$ cat src/rtl/fetch_unit.sv
// Single-outstanding instruction fetch unit: one request in flight, one-entry decode buffer, redirect-with-drain.
// Optional FETCH_MISALIGN_CHECK_EN: a misaligned redirect traps into a sticky FAULT state.
module fetch_unit #(
  parameter logic [31:0] RESET_PC = 32'h0000_0000
) (
  input  logic        clk,
  input  logic        rst_n,
  input  logic        redirect_valid,
  input  logic [31:0] redirect_pc,
  output logic        imem_req_valid,
  output logic [31:0] imem_req_addr,
  input  logic        imem_req_ready,
  input  logic        imem_rsp_valid,
  input  logic [31:0] imem_rsp_data,
  output logic        inst_valid,
  output logic [31:0] inst_data,
  output logic [31:0] inst_pc,
  input  logic        inst_ready,
  output logic        fetch_fault
);

`ifdef FETCH_MISALIGN_CHECK_EN
  typedef enum logic [2:0] {S_REQ, S_WAIT, S_HOLD, S_DRAIN, S_FAULT} state_t;
`else
  typedef enum logic [2:0] {S_REQ, S_WAIT, S_HOLD, S_DRAIN} state_t;
`endif

  state_t      state, state_nxt;
  logic [31:0] pc, pc_nxt;
  logic [31:0] redir_pc;
  logic        redir_take;
  logic        redir_bad;
  logic        rsp_cap;

`ifdef FETCH_MISALIGN_CHECK_EN
  assign redir_pc   = redirect_pc;
  assign redir_take = redirect_valid && (state != S_FAULT);
  assign redir_bad  = redirect_pc[1:0] != 2'b00;
`else
  logic unused_redir_lsb;
  assign unused_redir_lsb = ^redirect_pc[1:0];
  assign redir_pc   = {redirect_pc[31:2], 2'b00};
  assign redir_take = redirect_valid;
  assign redir_bad  = 1'b0;
`endif

  // A redirect in WAIT kills the response even if it lands the same cycle.
  assign rsp_cap = (state == S_WAIT) && imem_rsp_valid && !redir_take;

  always_ff @(posedge clk or negedge rst_n) begin
    if (!rst_n) state <= S_REQ;
    else        state <= state_nxt;
  end

  always_comb begin
    state_nxt = state;
    pc_nxt    = pc;
    case (state)
      S_REQ:   if (imem_req_ready) state_nxt = S_WAIT;
      S_WAIT:  if (imem_rsp_valid) state_nxt = S_HOLD;
      S_HOLD:  if (inst_ready) begin
                 state_nxt = S_REQ;
                 pc_nxt    = pc + 32'd4;
               end
      S_DRAIN: if (imem_rsp_valid) state_nxt = S_REQ;
      default: state_nxt = state;
    endcase
    // Redirect overrides everything; state choice depends on whether a request is still in flight.
    if (redir_take) begin
      pc_nxt = redir_pc;
      case (state)
        S_REQ:   state_nxt = imem_req_ready ? S_DRAIN : S_REQ;
        S_WAIT:  state_nxt = imem_rsp_valid ? S_REQ : S_DRAIN;
        S_HOLD:  state_nxt = S_REQ;
        S_DRAIN: state_nxt = imem_rsp_valid ? S_REQ : S_DRAIN;
        default: state_nxt = state;
      endcase
`ifdef FETCH_MISALIGN_CHECK_EN
      if (redir_bad) state_nxt = S_FAULT;
`endif
    end
  end

  always_comb begin
    imem_req_valid = 1'b0;
    inst_valid     = 1'b0;
    fetch_fault    = 1'b0;
    imem_req_addr  = pc;
    // Gate on rst_n so no request is presented while reset is held.
    if (state == S_REQ && rst_n) imem_req_valid = 1'b1;
    if (state == S_HOLD)         inst_valid     = 1'b1;
`ifdef FETCH_MISALIGN_CHECK_EN
    if (state == S_FAULT)        fetch_fault    = 1'b1;
`endif
  end

  always_ff @(posedge clk or negedge rst_n) begin
    if (!rst_n) begin
      pc        <= RESET_PC;
      inst_data <= 32'h0;
      inst_pc   <= 32'h0;
    end else begin
      pc <= pc_nxt;
      if (rsp_cap) begin
        inst_data <= imem_rsp_data;
        inst_pc   <= pc;
      end
    end
  end

  logic unused_bad;
  assign unused_bad = redir_bad;

endmodule

$ cat config.mk
export PLATFORM = sky130hd
export DESIGN_NAME = fetch_unit
export DESIGN_NICKNAME = d
export VERILOG_FILES = /design/src/rtl/fetch_unit.sv
export SDC_FILE = /design/constraint.sdc
export NUM_CORES = 1
export LEC_CHECK = 0
export BUFFER_PORTS_ARGS = -buffer_cell sky130_fd_sc_hd__buf_4
export CAP_MARGIN = 25
export CORE_MARGIN = 2
export CORE_UTILIZATION = 44
export DETAILED_ROUTE_END_ITERATION = 7
export PLACE_DENSITY = 0.78
export SLEW_MARGIN = 40
export SYNTH_ARGS = -nofsm -noshare
export SYNTH_HDL_FRONTEND = slang
export SYNTH_SLANG_ARGS = --single-unit
export TNS_END_PERCENT = 1
$ cat constraint.sdc
create_clock -name clk -period 2.2 [get_ports clk]
set_clock_uncertainty 0.1 [all_clocks]
set_input_delay 0.22 -clock clk [delete_from_list [all_inputs] [get_ports clk]]
set_output_delay 0.22 -clock clk [all_outputs]
set_load 0.02 [all_outputs]
* After elaboration in Yosys (flattened, before gate mapping)
Cells that the tools add are included.
** Storage, ports and cells
- Flip-flop bits (word level) :: 99
- Latch bits :: 0
- Bits in writable memories :: 0
- ROM bits :: 0
- Bits of input ports :: 70
- Output and inout port bits :: 99
- Logic and storage cells :: 38
- Memories :: 0
** Cells by class
- Add/sub/neg operators :: 1
- Multipliers :: 0
- Div/mod/pow operators :: 0
- Magnitude comparators :: 0
- Eq/ne operators :: 8
- Shift operators :: 0
- Multiplexer cells :: 14
- Bitwise operators :: 0
- Reductions and logical operators :: 11
** Operator list (count)
- 2-to-1 mux 32 bit :: 3
- adder 32 x 3 -> 32 bit, second input constant :: 1
- 2-to-1 mux 3 bit :: 5
- != test 3 bit, second input constant :: 4
- case mux 3 bit (4 select lines) :: 1
- case mux 3 bit (3 select lines) :: 1
- == test 3 x 2 -> 1 bit, second input constant :: 2
- AND reduction 6 bit :: 1
- nonzero test 5 bit :: 1
- 2-to-1 mux 2 bit :: 2
- != test 4 x 2 -> 1 bit, second input constant :: 1
- nonzero test 2 bit :: 2
- == test 3 x 1 -> 1 bit, second input constant :: 1
- logical AND 1 bit :: 3
- zero test 3 bit :: 1
- 2-to-1 mux 1 bit :: 2
- AND reduction 2 bit :: 1
- OR reduction 2 bit :: 1
- zero test 1 bit :: 1

* Longest topological paths before layout
Gate-level depths: netlist (run 1).
- Depth after elaboration :: 4
- Mapped depth :: 7
- Mapped depth without buffers :: 5

* Least setup slack after synthesis (run 1)
Ideal clock, no wire load.
- Kind :: register to register
- From :: register pc[16] (netlist: imem_req_addr[16])
- To :: register pc[27] (netlist: imem_req_addr[27])
- Library setup time :: 0.082 ns
- Arrival time :: 1.936 ns
- Data required time :: 2.018 ns
- Slack :: 0.082 ns
- Cell stages (with the launch flop) :: 6
- Path buffers :: 1
- Clock period less this slack :: 2.118 ns
- Path through :: dfrtp_1 -> nand4_1 -> or4_1 -> buf_2 -> or4_1 -> a31oi_1
** On the way
- Word-level cells in the longest chain between the ends :: 4
** Ends and longest elaborated chain
- start: declaration :: line 29 : logic [31:0] pc, pc_nxt;
- start signal: assignment :: line 103 : pc <= pc_nxt;
- adder 32 x 3 -> 32 bit :: line 63 : pc_nxt = pc + 32'd4;
- 2-to-1 mux 32 bit :: line 61 : S_HOLD: if (inst_ready) begin
- 2-to-1 mux 32 bit :: line 58 : case (state)
- 2-to-1 mux 32 bit :: line 69 : if (redir_take) begin
Every way passes these cells. The select of a mux whose other input is x is not followed.
A chain may end at the register's enable or synchronous reset.

* Final worst setup path (run 1)
- From :: register pc[2] (netlist: imem_req_addr[2])
- To :: register pc[16] (netlist: imem_req_addr[16])
The elaborated chain is that of the path after synthesis.

==> impl_metrics.json, run 1 <==
{
  "dieHeight_um": 102,
  "cts_tree": "yes",
  "endpoint_kind": "flip-flop",
  "dp_hpwl_mm": 7.49,
  "peakVddDrop_v": 0.000774,
  "numClockSinks": 94,
  "dr.pass1.iters": 4,
  "grtUsageTotal": 0.214,
  "vias_per_cell": 5.17,
  "start_util": 0.455,
  "core-area_um2": 9240,
  "mappedNetlistArea_um2": 4200,
  "portBuffers": 161,
  "maxCapViolCount": 0,
  "hold_viol": 0,
  "async_reset_ff_frac": 1.00,
  "syn_avg_cell_area_um2": 12.1,
  "muxShareOfSynthArea": 0.169,
  "cp_num_buf_inv": 1,
  "synth_top_family_by_area": "multiplexers",
  "worst_pin_slew_ps": 584,
  "status": "finished clean",
  "dpl_cell_area_um2": 5660,
  "arrival_ps": 2320,
  "synthXorXnorAreaFrac": 0.0167,
  "finalSetupViolCount": 0,
  "ys_types": 45,
  "final_net_count": 643,
  "final_common_cell": "buf_4",
  "powerDensity_nw_per_um2": 1110,
  "die_w_um": 102,
  "hold_slack_ps": 28.6,
  "clock.fmax_mhz": 469,
  "grt-ovfl-total": 0,
  "holdCritPathClass": "in2reg",
  "timing.final.crit_share": 0.969,
  "cts-root-buf": "clkbuf_8",
  "fin_area_um2": 6350,
  "crit_chain": "ha_1 -> and4b_1 -> nand4_1 -> buf_4 -> or4_2 -> nand3_1",
  "cp.required_ps": 2390,
  "ys_warn_count": 0,
  "power.leakage_nw": 2.88,
  "final_max_slew_viol_count": 0,
  "num_io_pins": 169,
  "clock_latency_ps": 350,
  "numCtsBuffers": 9,
  "dieArea_um2": 10300,
  "synth_ff_type": "dfrtp_1",
  "fin_crit_ps": 2130,
  "grt_pass1_wl_mm": 17.5,
  "final_cell_mix": "185 x buf_4, 94 x dfrtp_1, 62 x mux2_2, 47 x dlygate4sd3_1",
  "syn_to_final_growth_pct": 51.1,
  "relSlewSlack": 0.611,
  "rsz0062_at_grt": "no",
  "num_rows": 35,
  "ant_nets": 0,
  "critPathLaunchType": "flip-flop",
  "path_clk_slew_ps": 100,
  "grt_max_degree": 65,
  "max_stage_delay_ps": 610,
  "finish.utilization": 0.687,
  "synth_edf_count": 0,
  "ys_seq_elements": 94,
  "wl_per_cell_um": 16.1,
  "yosys.area_share.simple": 0.133,
  "nFillCells": 686,
  "setup_ws_ps": 67.4,
  "tns_ps": 0,
  "cp_top_family": "simple AND/OR/NAND/NOR gates",
  "place_congestion": 0.737,
  "synth-compound-area-share": 0.0804,
  "dp_slack_ps": 78.5,
  "antenna_found_initial": 1,
  "first_iter_violations": 94,
  "cts_max_level": 3,
  "drive_gt1_frac": 0.473,
  "grt_pass1_vias": 3610,
  "synth_seq_area_share": 0.560,
  "syn-instance-count": 346,
  "drc": 0,
  "synth_fa_ha_area_frac": 0.00298,
  "crit_type": "reg2reg",
  "routed_wl_mm": 11.4,
  "crit_slowest_cell": "or4_2",
  "via_count": 3656,
  "crit_fanout": 21,
  "clockBufferDepth": 2
}
==> per-layer routing <==
metal  track usage  wire (um)  up-vias
li1              -          -     1725
met1         0.265       4500     1792
met2         0.376       6080      127
met3        0.0442        663       12
met4        0.0655        150        0
met5             0          0        -
==> kinds of logic (layout without fill, tap and decap cells) <==
logic type,Yosys count,in the layout
DFF,94,94
adders and majority gates,1,1
other,1,6
xor gates and xnor gates,8,8
buffers and inverters,30,256
muxes,63,63
AOI/OAI and AO/OA,51,51
and+or+nand+nor,98,99
==> area by class of cell <==
| cell class | count | area, um^2 | area share |
|---|---|---|---|
| clock buffer | 9 | 124 | 0.0195 |
| antenna | 1 | 2.50 | 0.000394 |
| timing repair buffer | 234 | 1890 | 0.298 |
| sequential | 94 | 2350 | 0.371 |
| multi-input combinational | 227 | 1720 | 0.271 |
| tap | 129 | 161 | 0.0254 |
| inverter | 6 | 22.5 | 0.00355 |
| clock inverter | 7 | 71.3 | 0.0112 |
==> sequential cells by signal (all words and copies together) (netlist names) <==
register       flops
imem_req_addr     30
state              2
inst_pc           30
inst_data         32
==> power breakdown <==
part,switching (W),internal [W],total (W),leakage [nW]
clock network,0.000623,0.000531,0.00115,0.104
logic,0.00155,0.00156,0.00311,1.67
registers,0.000397,0.00237,0.00277,1.11
==> through the flow <==
| stage | std cells | power [W] |
|---|---|---|
| final | 707 | 0.00703 |
| after floorplan | 350 | 0.00438 |
| after global routing | 707 | 0.00742 |
| after global placement | 642 | 0.00573 |
| after detailed placement | 642 | 0.00585 |
| after CTS | 705 | 0.00707 |
==> final timing paths <==
check / startpoint / end / slack (ps) / cells past startpoint
worst max-delay path: imem_req_addr[2]$_DFFE_PN0P_ / imem_req_addr[16]$_DFFE_PN0P_ / 70 / 6
worst min-delay path: redirect_pc[13] / imem_req_addr[13]$_DFFE_PN0P_ / 30 / 3
worst max register to register: imem_req_addr[2]$_DFFE_PN0P_ / imem_req_addr[16]$_DFFE_PN0P_ / 70 / 6
worst min register to register: inst_pc[25]$_DFFE_PN0P_ / inst_pc[25]$_DFFE_PN0P_ / 410 / 1
max in group asynchronous: rst_n / inst_pc[10]$_DFFE_PN0P_ / 1140 / 3
min in group asynchronous: rst_n / imem_req_addr[14]$_DFFE_PN0P_ / 380 / 3
==> Yosys cell counts (2+ instances only) <==
cell type | number | area (um^2)
a31oi_1 | 16 | 100
and3_1 | 3 | 18.8
buf_2 | 3 | 15.0
buf_4 | 6 | 45.0
clkbuf_1 | 12 | 45.0
dfrtp_1 | 94 | 2350
dlygate4sd3_1 | 2 | 20.0
inv_1 | 5 | 18.8
mux2_2 | 62 | 698
nand2_1 | 19 | 71.3
nand2b_1 | 2 | 12.5
nand3_1 | 12 | 60.1
nand4_1 | 6 | 37.5
nor2_1 | 20 | 75.1
nor2b_1 | 2 | 12.5
nor3_1 | 2 | 10.0
o211ai_1 | 3 | 22.5
o21ai_0 | 12 | 60.1
o31a_1 | 2 | 17.5
o31ai_1 | 14 | 105
or3_1 | 3 | 18.8
or4_1 | 17 | 128
xnor2_1 | 5 | 43.8
xor2_1 | 3 | 26.3
==> worst reg2reg max path: cells and delay by family (launching register included) <==
family	cells	cell delay (ps)
buffers and inverters	1	210
DFF	1	450
and+or+nand+nor	4	1150
adders and majority gates	1	180
==> what timing repair did <==
item / in CTS / in global routing
setup endpoints to repair: 0 / 1
hold endpoints to repair: 76 / 0
hold buffers: 47 / 0
buffers inserted: 0 / 0
resized for setup: 0 / 1
Note: power is estimated with default switching activity, not from simulation.
==> run 2, diff against run 1 <==
- clock period: 2.2 -> 2.1 ns (I/O delays scaled with it)
==> impl_metrics.json, run 2 (synthesized netlist as in run 1, its figures left out) <==
{
  "cts_max_level": 3,
  "clock.fmax_mhz": 493,
  "diodes": 0,
  "num_io_pins": 169,
  "dieHeight_um": 102,
  "final_net_count": 650,
  "fin_area_um2": 6470,
  "final_max_slew_viol_count": 0,
  "arrival_ps": 2210,
  "crit_slowest_cell": "or4_4",
  "clockBufferDepth": 2,
  "place_congestion": 0.733,
  "instances_no_fill": 713,
  "wl_per_cell_um": 15.8,
  "dp_hpwl_mm": 7.30,
  "sw_frac_of_total": 0.358,
  "max_stage_delay_ps": 650,
  "final_cell_mix": "189 x buf_4, 89 x dfrtp_1, 62 x mux2_2, 48 x dlygate4sd3_1",
  "largest_reg_flops": 32,
  "grt-ovfl-total": 0,
  "power.net_switching_w": 0.00270,
  "via_count": 3656,
  "cp_num_buf_inv": 0,
  "crit_chain": "nand3b_4 -> or4_4 -> or4_1 -> a31oi_1",
  "top_register": "inst_data",
  "grt_pass1_wl_mm": 17.6,
  "dp_slack_ps": 42.2,
  "crit_type": "reg2reg",
  "cp_top_family": "simple AND/OR/NAND/NOR gates",
  "powerDensity_nw_per_um2": 1170,
  "rsz0062_at_grt": "yes",
  "comb_power_share": 0.443,
  "holdCritPathClass": "in2reg",
  "first_iter_violations": 175,
  "cp.required_ps": 2280,
  "dieArea_um2": 10300,
  "dp_cells": 646,
  "clock_latency_ps": 350,
  "pwr-share-seq": 0.381,
  "setup_ws_ps": 71.0,
  "peakVddDrop_v": 0.000762,
  "portBuffers": 161,
  "grtUsageTotal": 0.217,
  "critPathLaunchType": "flip-flop",
  "routed_wl_mm": 11.2,
  "ant_nets": 0,
  "vias_per_cell": 5.13,
  "power.leakage_nw": 2.93,
  "die_w_um": 102,
  "tns_ps": 0,
  "endpoint_kind": "flip-flop",
  "cts_tree": "yes",
  "final_common_cell": "buf_4",
  "cts-root-buf": "clkbuf_8",
  "numClockSinks": 94,
  "finalSetupViolCount": 0,
  "drc": 0,
  "syn_to_final_growth_pct": 54.0,
  "antenna_found_initial": 0,
  "nFillCells": 650,
  "status": "finished clean",
  "internal_power_w": 0.00484,
  "num_rows": 35,
  "dpl_cell_area_um2": 5740,
  "fin_crit_ps": 2030,
  "start_util": 0.455,
  "maxCapViolCount": 0,
  "path_clk_slew_ps": 100,
  "grt_max_degree": 95,
  "crit_fanout": 22,
  "timing.final.crit_share": 0.966,
  "grt_pass1_vias": 3667,
  "p_clk_frac": 0.176,
  "numCtsBuffers": 9,
  "core-area_um2": 9240,
  "hold_viol": 0,
  "finish.utilization": 0.700,
  "dr.pass1.iters": 4,
  "drive_gt1_frac": 0.486
}
## run 2: cell types whose count changed in the layout (fill, tap and decap cells not counted), moves of 3 or more
cell / before / now
buf_4: 185 / 189
dfrtp_2: 0 / 5
dfrtp_1: 94 / 89
buf_12: 1 / 4
clkinv_2: 3 / 0
## run 2: cell type report
class,instances,area (um^2),area share
multi-input cells,226,1720,0.265
well taps,129,161,0.0249
repair buffers,242,1990,0.308
clock inverters,6,93.8,0.0145
inverters,6,22.5,0.00348
clock buffers,10,128,0.0197
flip-flops and latches,94,2360,0.365
## run 2: path summary, 6_finish.rpt
kind	from	end	slack, ps	cells after the start
max	state[0]$_DFFE_PN0P_	imem_req_addr[19]$_DFFE_PN0P_	70	4
min reg2reg	inst_pc[6]$_DFFE_PN0P_	inst_pc[6]$_DFFE_PN0P_	410	1
min in group asynchronous	rst_n	inst_pc[18]$_DFFE_PN0P_	390	3
min	redirect_pc[22]	imem_req_addr[22]$_DFFE_PN0P_	20	3
max in group asynchronous	rst_n	imem_req_addr[3]$_DFFE_PN0P_	1100	3
max reg2reg	state[0]$_DFFE_PN0P_	imem_req_addr[19]$_DFFE_PN0P_	70	4
## run 2: worst min-delay path: stages
cell	delay, ps
buf_4	110
nor2_1	80
a31oi_1	50
## run 2: layer usage
| metal | global-route usage | routed length (um) | vias up |
|---|---|---|---|
| li1 | - | - | 1723 |
| met1 | 0.267 | 4520 | 1791 |
| met2 | 0.371 | 5850 | 128 |
| met3 | 0.0524 | 684 | 14 |
| met4 | 0.0748 | 186 | 0 |
| met5 | 0 | 0 | - |
## run 2: per-stage QoR
step	hold slack, ps	total power (W)
final	18.3	0.00754
after global routing	2.35	0.00793
after CTS	0.345	0.00758
after detailed placement	254	0.00616
after global placement	246	0.00605
after floorplan	-186	0.00459
## run 2: power by group through the flow
stage	combinational, W	clock [W]	sequential, W
6_report	0.00334	0.00133	0.00287
5_1_grt	0.00354	0.00144	0.00295
4_1_cts	0.00333	0.00137	0.00287
3_5_place_dp	0.00325	0	0.00291
3_3_place_gp	0.00319	0	0.00286
2_1_floorplan	0.000877	0	0.00371
## run 2: timing repair
item	CTS	global route
buffers inserted	0	3
endpoints found under the setup margin	0	12
hold endpoints to repair	141	0
hold buffers	48	0
gates resized for setup	0	4
==> run 3, diff against run 2 <==
- CORE_UTILIZATION: 44 -> 48
- PLACE_DENSITY: 0.78 -> 0.83
==> impl_metrics.json, run 3 (synthesized netlist as in run 1, its figures left out) <==
{
  "arrival_ps": 2260,
  "cts_max_level": 3,
  "cts_tree": "yes",
  "dp_cells": 626,
  "crit_fanout": 20,
  "vias_per_cell": 5.40,
  "r2r_cells": 4,
  "regToRegEndpoint": "imem_req_addr[19]$_DFFE_PN0P_",
  "final_net_count": 652,
  "portBuffers": 161,
  "timing.final.crit_share": 0.996,
  "final_max_slew_viol_count": 0,
  "power.leakage_nw": 2.97,
  "rsz0062_at_grt": "yes",
  "min_path_cells": 3,
  "antenna_found_initial": 0,
  "dp_hpwl_mm": 7.34,
  "drc": 0,
  "worst_hold_path.endpoint": "imem_req_addr[11]$_DFFE_PN0P_",
  "cp.required_ps": 2270,
  "drive_gt1_frac": 0.491,
  "holdCritPathClass": "in2reg",
  "grt_pass1_wl_mm": 18.2,
  "hold_viol": 0,
  "met1_usage": 0.296,
  "cts-root-buf": "clkbuf_8",
  "wl_per_cell_um": 16.3,
  "grt_use_met2": 0.409,
  "reg2reg_setup_slack_ps": 8,
  "dieHeight_um": 97.5,
  "numClockSinks": 94,
  "powerDensity_nw_per_um2": 1150,
  "final_cell_mix": "188 x buf_4, 90 x dfrtp_1, 62 x mux2_2, 47 x dlygate4sd3_1",
  "grt-ovfl-total": 0,
  "fin_crit_ps": 2090,
  "ant_nets": 0,
  "reg2reg_from": "state[0]$_DFFE_PN0P_",
  "first_iter_violations": 158,
  "start_util": 0.489,
  "use_met3": 0.0532,
  "clockBufferDepth": 2,
  "dr.pass1.iters": 4,
  "top_register": "inst_data",
  "grt_pass1_vias": 3753,
  "dieArea_um2": 9520,
  "finalPower_w": 0.00749,
  "syn_to_final_growth_pct": 54.8,
  "hold_slack_ps": 26.8,
  "grtUsageTotal": 0.234,
  "final_common_cell": "buf_4",
  "place_congestion": 0.778,
  "routed_wl_mm": 11.3,
  "die_w_um": 97.5,
  "peakVddDrop_v": 0.000854,
  "tns_ps": 0,
  "via_count": 3746,
  "finalSetupViolCount": 0,
  "crit_type": "reg2reg",
  "nFillCells": 550,
  "core-area_um2": 8590,
  "num_io_pins": 169,
  "critPathLaunchType": "flip-flop",
  "clock.fmax_mhz": 478,
  "grt_max_degree": 95,
  "path_clk_slew_ps": 90,
  "clock_latency_ps": 340,
  "num_rows": 34,
  "maxCapViolCount": 0,
  "diodes": 0,
  "hold_start": "redirect_pc[11]",
  "endpoint_kind": "flip-flop",
  "instances_no_fill": 694,
  "numCtsBuffers": 9,
  "status": "finished clean",
  "largest_reg_flops": 32,
  "busiest_layer": "met2"
}
==> run 3: cell count changes in the layout (fill, tap and decap cells not counted), moves of 2 or more <==
cell / previous run / this run
or4_4: 2 / 5
buf_6: 1 / 3
clkbuf_16: 0 / 2
clkinv_4: 2 / 0
or4_1: 16 / 14
==> run 3: power breakdown <==
group | internal, W | switching [W]
sequential | 0.00248 | 0.000390
clock | 0.000675 | 0.000621
combinational | 0.00168 | 0.00165
==> run 3: stage by stage <==
stage	worst slack, ps	cell area, um^2	utilization
after floorplan	3.44	4220	-
final	7.77	6500	0.757
after CTS	24.7	6400	0.745
after detailed placement	40.4	5720	0.665
after global placement	73.7	5720	0.665
after global routing	-36.8	6500	0.757
==> run 3: worst max path at each step <==
| stage | start | end | cells after the start |
|---|---|---|---|
| 2_1_floorplan | imem_req_addr[12]$_DFFE_PN0P_ | imem_req_addr[27]$_DFFE_PN0P_ | 5 |
| 3_3_place_gp | state[0]$_DFFE_PN0P_ | imem_req_addr[19]$_DFFE_PN0P_ | 4 |
| 3_5_place_dp | state[0]$_DFFE_PN0P_ | imem_req_addr[19]$_DFFE_PN0P_ | 4 |
| 4_1_cts | imem_req_addr[10]$_DFFE_PN0P_ | imem_req_addr[27]$_DFFE_PN0P_ | 5 |
| 5_1_grt | imem_req_addr[16]$_DFFE_PN0P_ | imem_req_addr[27]$_DFFE_PN0P_ | 5 |
| 6_report | state[0]$_DFFE_PN0P_ | imem_req_addr[19]$_DFFE_PN0P_ | 4 |
==> run 3: cell type report <==
type	instances	area (um^2)	share of cell area
Tap cell	108	135	0.0208
Multi-Input combinational cell	226	1730	0.266
Clock buffer	11	131	0.0202
Sequential cell	94	2360	0.362
Inverter	6	22.5	0.00346
Clock inverter	5	81.3	0.0125
Timing Repair Buffer	244	2050	0.315
==> run 3: repair_timing <==
action                                  4_1_cts  5_1_grt
endpoints found under the setup margin        0       13
setup buffers                                 0        3
gates resized for setup                       0        9
hold endpoints to repair                    140        0
hold buffers                                 47        0
==> run 3: layer usage <==
metal  share of wire  wire [um]  up-vias
met4           0.019        214        0
met1            0.40       4500     1820
met3           0.068        773       23
li1                -          -     1744
met2            0.52       5830      159
met5               0          0        -
==> run 3: critical path, stage by stage, from the launching register on <==
cell      delay [ps]
dfrtp_1          400
nand3b_4         160
or4_4            640
or4_1            540
a31oi_1          180
